### src/rtl/nonce_gen_mc.sv
// Multi-lane nonce generator: loads a block header, derives this core's nonce window
// and streams one marker-prefixed header packet per nonce round-robin over the hash lanes.
module nonce_gen_mc #(
    parameter int NONCE_COEF      = 1,
    parameter int NUM_LANES       = 4,
    parameter int HDR_WORDS       = 20,
    parameter int BYTE_SWAP_NONCE = 1
) (
    input  logic                 clk,
    input  logic                 rst,
    input  logic                 start,
    input  logic                 stop,
    input  logic [31:0]          block_header,
    input  logic                 block_header_we,
    input  logic [31:0]          nonce_size,
    output logic [NUM_LANES-1:0] hashin_fifo_in_we,
    output logic [63:0]          hashin_fifo_in_din,
    input  logic [NUM_LANES-1:0] hashin_fifo_in_full,
    output logic [NUM_LANES-1:0] nonce_fifo_we,
    output logic [31:0]          nonce_fifo_din,
    input  logic [NUM_LANES-1:0] nonce_fifo_full,
    output logic                 stop_ack_nonce,
    output logic                 busy,
    output logic                 done,
    output logic [31:0]          nonce_end,
    output logic [31:0]          nonces_issued
);

    localparam int HB = 32 * HDR_WORDS;
    localparam int PW = HDR_WORDS / 2;
    localparam int LW = (NUM_LANES > 1) ? $clog2(NUM_LANES) : 1;
    localparam int CW = $clog2(HDR_WORDS + 1);
    localparam logic [63:0] MARKER  = 64'h8000000000000280;
    localparam logic [63:0] WIN_MAX = 64'h0000000100000000;

    typedef enum logic [2:0] {INIT, READ_HDR, CALC, SELECT, WRITE_HDR} state_t;

    state_t          state_reg, state_next;
    logic [HB-1:0]   hdr_reg;
    logic [HB-1:0]   sub_hdr_reg;
    logic [32:0]     nonce_reg;
    logic [32:0]     end_reg;
    logic [CW-1:0]   cnt_reg;
    logic [LW-1:0]   rr_reg;
    logic [LW-1:0]   lane_reg;
    logic            stop_seen_reg;
    logic            done_reg;
    logic            stop_ack_reg;
    logic [31:0]     issued_reg;

    logic [63:0]          win_s, win_e;
    logic [32:0]          win_end;
    logic                 win_empty;
    logic [31:0]          nonce_ins;
    logic [NUM_LANES-1:0] lane_free, sel_onehot, cur_onehot;
    logic [LW-1:0]        lane_sel, cand;
    logic                 lane_found;
    logic                 issue;
    logic                 last_word;
    logic [NUM_LANES-1:0] hashin_we_c, nonce_we_c;
    logic [63:0]          hashin_din_c;
    logic [31:0]          nonce_din_c;

    // Window bounds at 64 bits so neither the multiply nor the add can wrap.
    always_comb begin
        win_s     = {32'd0, hdr_reg[31:0]} + 64'(nonce_size) * 64'(NONCE_COEF - 1);
        win_e     = {32'd0, hdr_reg[31:0]} + 64'(nonce_size) * 64'(NONCE_COEF);
        win_end   = (win_e > WIN_MAX) ? WIN_MAX[32:0] : win_e[32:0];
        win_empty = (win_s >= {31'd0, win_end});
    end

    assign nonce_ins = (BYTE_SWAP_NONCE != 0) ?
        {nonce_reg[7:0], nonce_reg[15:8], nonce_reg[23:16], nonce_reg[31:24]} : nonce_reg[31:0];

    for (genvar gi = 0; gi < NUM_LANES; gi++) begin : g_lane
        assign lane_free[gi]  = ~hashin_fifo_in_full[gi] & ~nonce_fifo_full[gi];
        assign sel_onehot[gi] = (lane_sel == LW'(gi));
        assign cur_onehot[gi] = (lane_reg == LW'(gi));
    end

    // Scan downward so the lowest offset from rr is the last (winning) assignment.
    always_comb begin
        lane_found = 1'b0;
        lane_sel   = '0;
        cand       = '0;
        for (int i = NUM_LANES - 1; i >= 0; i--) begin
            if (int'(rr_reg) + i >= NUM_LANES)
                cand = LW'(int'(rr_reg) + i - NUM_LANES);
            else
                cand = LW'(int'(rr_reg) + i);
            if (lane_free[cand]) begin
                lane_found = 1'b1;
                lane_sel   = cand;
            end
        end
    end

    assign issue     = (state_reg == SELECT) && !stop && (nonce_reg != end_reg) && lane_found;
    assign last_word = (cnt_reg == CW'(PW - 1));

    always_comb begin
        state_next   = state_reg;
        hashin_we_c  = '0;
        hashin_din_c = '0;
        nonce_we_c   = '0;
        nonce_din_c  = '0;
        case (state_reg)
            INIT: begin
                if (start)
                    state_next = READ_HDR;
            end
            READ_HDR: begin
                if (block_header_we && cnt_reg == CW'(HDR_WORDS - 1))
                    state_next = CALC;
            end
            CALC: begin
                state_next = win_empty ? INIT : SELECT;
            end
            SELECT: begin
                if (stop || nonce_reg == end_reg) begin
                    state_next = INIT;
                end else if (lane_found) begin
                    hashin_we_c  = sel_onehot;
                    hashin_din_c = MARKER;
                    nonce_we_c   = sel_onehot;
                    nonce_din_c  = nonce_reg[31:0];
                    state_next   = WRITE_HDR;
                end
            end
            WRITE_HDR: begin
                hashin_din_c = sub_hdr_reg[HB-1 -: 64];
                if (!hashin_fifo_in_full[lane_reg]) begin
                    hashin_we_c = cur_onehot;
                    if (last_word)
                        state_next = (stop_seen_reg || stop) ? INIT : SELECT;
                end
            end
            default: state_next = INIT;
        endcase
    end

    always_ff @(posedge clk or posedge rst) begin
        if (rst) begin
            state_reg     <= INIT;
            hdr_reg       <= '0;
            sub_hdr_reg   <= '0;
            nonce_reg     <= '0;
            end_reg       <= '0;
            cnt_reg       <= '0;
            rr_reg        <= '0;
            lane_reg      <= '0;
            stop_seen_reg <= 1'b0;
            done_reg      <= 1'b0;
            stop_ack_reg  <= 1'b0;
            issued_reg    <= '0;
        end else begin
            state_reg    <= state_next;
            // Every return to INIT from an active state ends the job.
            done_reg     <= (state_reg != INIT) && (state_next == INIT);
            stop_ack_reg <= (state_reg == INIT) && !start;
            case (state_reg)
                INIT: begin
                    hdr_reg       <= '0;
                    nonce_reg     <= '0;
                    cnt_reg       <= '0;
                    rr_reg        <= '0;
                    stop_seen_reg <= 1'b0;
                    if (start)
                        issued_reg <= '0;
                end
                READ_HDR: begin
                    if (block_header_we) begin
                        hdr_reg <= {block_header, hdr_reg[HB-1:32]};
                        cnt_reg <= cnt_reg + 1'b1;
                    end
                end
                CALC: begin
                    end_reg   <= win_end;
                    nonce_reg <= win_s[32:0];
                    cnt_reg   <= '0;
                end
                SELECT: begin
                    if (issue) begin
                        sub_hdr_reg   <= {hdr_reg[HB-1:32], nonce_ins};
                        nonce_reg     <= nonce_reg + 1'b1;
                        issued_reg    <= issued_reg + 1'b1;
                        rr_reg        <= (int'(lane_sel) == NUM_LANES - 1) ? '0 : lane_sel + 1'b1;
                        lane_reg      <= lane_sel;
                        cnt_reg       <= '0;
                        stop_seen_reg <= 1'b0;
                    end
                end
                WRITE_HDR: begin
                    if (stop)
                        stop_seen_reg <= 1'b1;
                    if (!hashin_fifo_in_full[lane_reg]) begin
                        sub_hdr_reg <= sub_hdr_reg << 64;
                        cnt_reg     <= cnt_reg + 1'b1;
                    end
                end
                default: ;
            endcase
        end
    end

    assign hashin_fifo_in_we  = hashin_we_c;
    assign hashin_fifo_in_din = hashin_din_c;
    assign nonce_fifo_we      = nonce_we_c;
    assign nonce_fifo_din     = nonce_din_c;
    assign stop_ack_nonce     = stop_ack_reg;
    assign busy               = (state_reg != INIT);
    assign done               = done_reg;
    assign nonce_end          = end_reg[31:0];
    assign nonces_issued      = issued_reg;

endmodule

### config.mk
export PLATFORM = sky130hd
export DESIGN_NAME = nonce_gen_mc
export DESIGN_NICKNAME = d
export VERILOG_FILES = /design/src/rtl/nonce_gen_mc.sv
export SDC_FILE = /design/constraint.sdc
export NUM_CORES = 2
export LEC_CHECK = 0
export CAP_MARGIN = 20
export CORE_MARGIN = 10
export CORE_UTILIZATION = 30
export CTS_CLUSTER_DIAMETER = 120
export CTS_CLUSTER_SIZE = 25
export DETAILED_ROUTE_END_ITERATION = 6
export PLACE_DENSITY = 0.45
export SYNTH_ARGS = -nofsm -noshare
export SYNTH_HDL_FRONTEND = slang
export SYNTH_SLANG_ARGS = --single-unit
### constraint.sdc
create_clock -name clk -period 61.7 [get_ports clk]
set_input_delay 18.51 -clock clk [delete_from_list [all_inputs] [get_ports clk]]
set_output_delay 18.51 -clock clk [all_outputs]
set_load 0.01 [all_outputs]
==> metrics.txt <==
post-synth net total about 5500; worst min path class register to register; VDD IR max ~0.000027 V; register bit total from synthesis about 1400; Post-CTS Setup Bufs 0; min cycle time layout between 30000 and 40000 ps; ys async rst share 1.00; IO Pins 248; via count just over 40000; fmax around 25 MHz; worst-margin pin slew about 1200 ps; gr usage total 0.159; Rows approximately 170; TritonCTS buffer count 66; dpl hpwl between 100 and 150 mm; CP max FO 4; WP data required about 43000 ps; H-tree level count 3; Post-Route Utilization 0.333; CTS clk-pin slew, worst paths roughly 100 ps; PwrDens around 34 nW/um2; Synth Cell Area a little over 60000 um2; Layout fillers 20158; sequential share of the synthesized area 0.574; Starting Density 0.301; port buffer count approximately 250; ANT nets after route 0; core area 202000 um2; Most used DFF post-synth dfrtp_1; Lkg Pwr 29.1 nW; dominant cells by area after synthesis dfrtp_1 57%, mux2i_1 9.7%, a22o_1 9.7%; root buf cell clkbuf_16; status complete, no violations; TritonCTS clock tree done; cell count after synthesis roughly 5400; largest net degree at the start of global routing between 200 and 300; Die ar. approximately 220000 um2; first-pass GRT wire length between 200 and 300 mm; final worst path period share 0.641; initial antenna violation count 10; Post-Syn Area per Cell between 10 and 15 um2; initial DRC count between 3000 and 4000; Final setup viols 0; WP data arrival 21010 ps; Ys Warns 0; Final #Nets 5450; Slew HR 0.208; startpoint types primary input; CP Class primary input to output port; critical path endpoint category output port; post-synth top area share 0.574; post-route insts no fill roughly 8000; vias in the first global route 42349; Placed Cells just under 8000; Layout area overhead 10.8%; clk_lat worst skew 710 ps; total gr overflow 0; DRC 0; Max Cap Viol 0; area of the multi-input gates 23900 um2; Post-synth EDFFs 0; routed wire length about 180 mm; unrepaired setup endpoints after global routing no; storage element area roughly 35000 um2; clock buffer depth 3; Hold Fails Final Rpt 0; layout cells sized above 1 0.0364; clock sink count ~1400; routed len/inst around 23 um; Clock Skews between 30 and 40 ps; Placer Congestion between 0.8 and 0.9; die height 470 um; average via count per standard cell around 5.2; fin. max-slew vios 0; DIE WIDTH between 400 and 500 um; synth unique cells 76; CTS resizes 0; setup TNS 0 ps; post-synth top area cell dfrtp_1; TritonRoute pass-1 iters 5; CTS Hold Bufs 0
[metal layers]
metal | vias up | global-route usage | wire [um]
met5 | - | 0 | 10
met1 | 21244 | 0.239 | 90000
met3 | 119 | 0.0179 | 6890
li1 | 19208 | - | -
met2 | 695 | 0.249 | 82100
met4 | 2 | 0.0287 | 2450
[logic make-up (layout without fill, tap and decap cells)]
family / Yosys count / count (layout) / synth area share
compound gates: 1656 / 1656 / 0.188
xor+xnor: 77 / 77 / 0.0111
fa+ha+maj: 72 / 72 / 0.0150
buf+inv: 475 / 420 / 0.0336
flops: 1393 / 1393 / 0.574
mux: 592 / 592 / 0.0979
other cells: 0 / 1 / 0
simple gates: 1099 / 1099 / 0.0803
[layout make-up]
type / instances / area share
multi-input combinational: 3496 / 0.355
timing repair buffer: 319 / 0.0476
antenna: 1 / 0.0000372
inverter: 25 / 0.00151
sequential: 1393 / 0.519
clock inverter: 7 / 0.00197
clock buffer: 69 / 0.0254
tap: 2672 / 0.0497
[worst max-delay path: stages]
cell and delay [ps]:
clkdlybuf4s50_1 530, nor2_1 90, a21oi_1 150, nor2_1 60, nor3_1 430, inv_1 160, ha_1 220, and2_1 170
a31o_2 220, clkdlybuf4s50_1 480
[cells in the final DEF (no fill, tap or decap), types with 12 or more instances in the layout]
master	synthesis	routed
xor2_1	51	51
nor4_1	14	14
a22o_1	672	672
a22oi_1	14	14
inv_1	25	24
mux2i_1	590	590
nor2_1	125	123
clkdlybuf4s50_1	0	247
buf_12	0	12
buf_4	33	57
and2_1	39	38
or3_1	15	15
clkbuf_16	0	68
ha_1	71	71
nor3_1	31	30
and4_1	12	12
nand2_1	686	686
a21o_1	69	69
nand3_1	32	31
dfrtp_1	1393	1392
a31oi_1	14	14
and3_1	85	85
o21ai_0	688	687
nand4_1	32	32
a21oi_1	96	96
xnor2_1	26	26
[stage by stage]
| stage | setup slack (ps) | cell area [um2] | hold WS, ps | total power [W] |
|---|---|---|---|---|
| after floorplan | 3910 | 60700 | 442 | 0.00160 |
| after global placement | 22140 | 65300 | 455 | 0.00179 |
| after detailed placement | 22210 | 65300 | 462 | 0.00179 |
| after CTS | 22190 | 67100 | 486 | 0.00232 |
| after global routing | 21970 | 67200 | 507 | 0.00244 |
| final | 22180 | 67200 | 480 | 0.00228 |
[report_power, final]
part	total (W)	leakage [nW]	internal, W	switching, W
logic	0.000456	9.59	0.000162	0.000294
clock network	0.000515	0.899	0.000207	0.000308
registers	0.00131	18.6	0.00114	0.000174
[Yosys cell counts, types with 10 or more instances]
library cell,number
o21ai_2,10
nor3_1,31
and4_1,12
nor2_1,125
nand2_1,686
mux2i_1,590
dfrtp_1,1393
xor2_1,51
nor2b_1,11
clkbuf_1,327
xnor2_1,26
and3_1,85
nor4_1,14
inv_1,25
a31oi_1,14
a22oi_1,14
a21oi_1,96
o21ai_0,688
nand4_1,32
a21o_1,69
buf_2,82
buf_4,33
a22o_1,672
and2_1,39
or3_1,15
ha_1,71
nand3_1,32
[final timing paths]
kind                                         from                    to  slack [ps]  cells past startpoint
max reg2reg                          nonce_reg[6]      sub_hdr_reg[371]       54550                     13
min reg2reg                      sub_hdr_reg[617]      sub_hdr_reg[617]         480                      2
min in group asynchronous                     rst          hdr_reg[638]       18390                      2
max                        hashin_fifo_in_full[2]  hashin_fifo_in_we[0]       22180                     10
max in group asynchronous                     rst       sub_hdr_reg[75]       39620                      7
min                              sub_hdr_reg[617]      sub_hdr_reg[617]         480                      2
(Power assumes the default switching activity.)
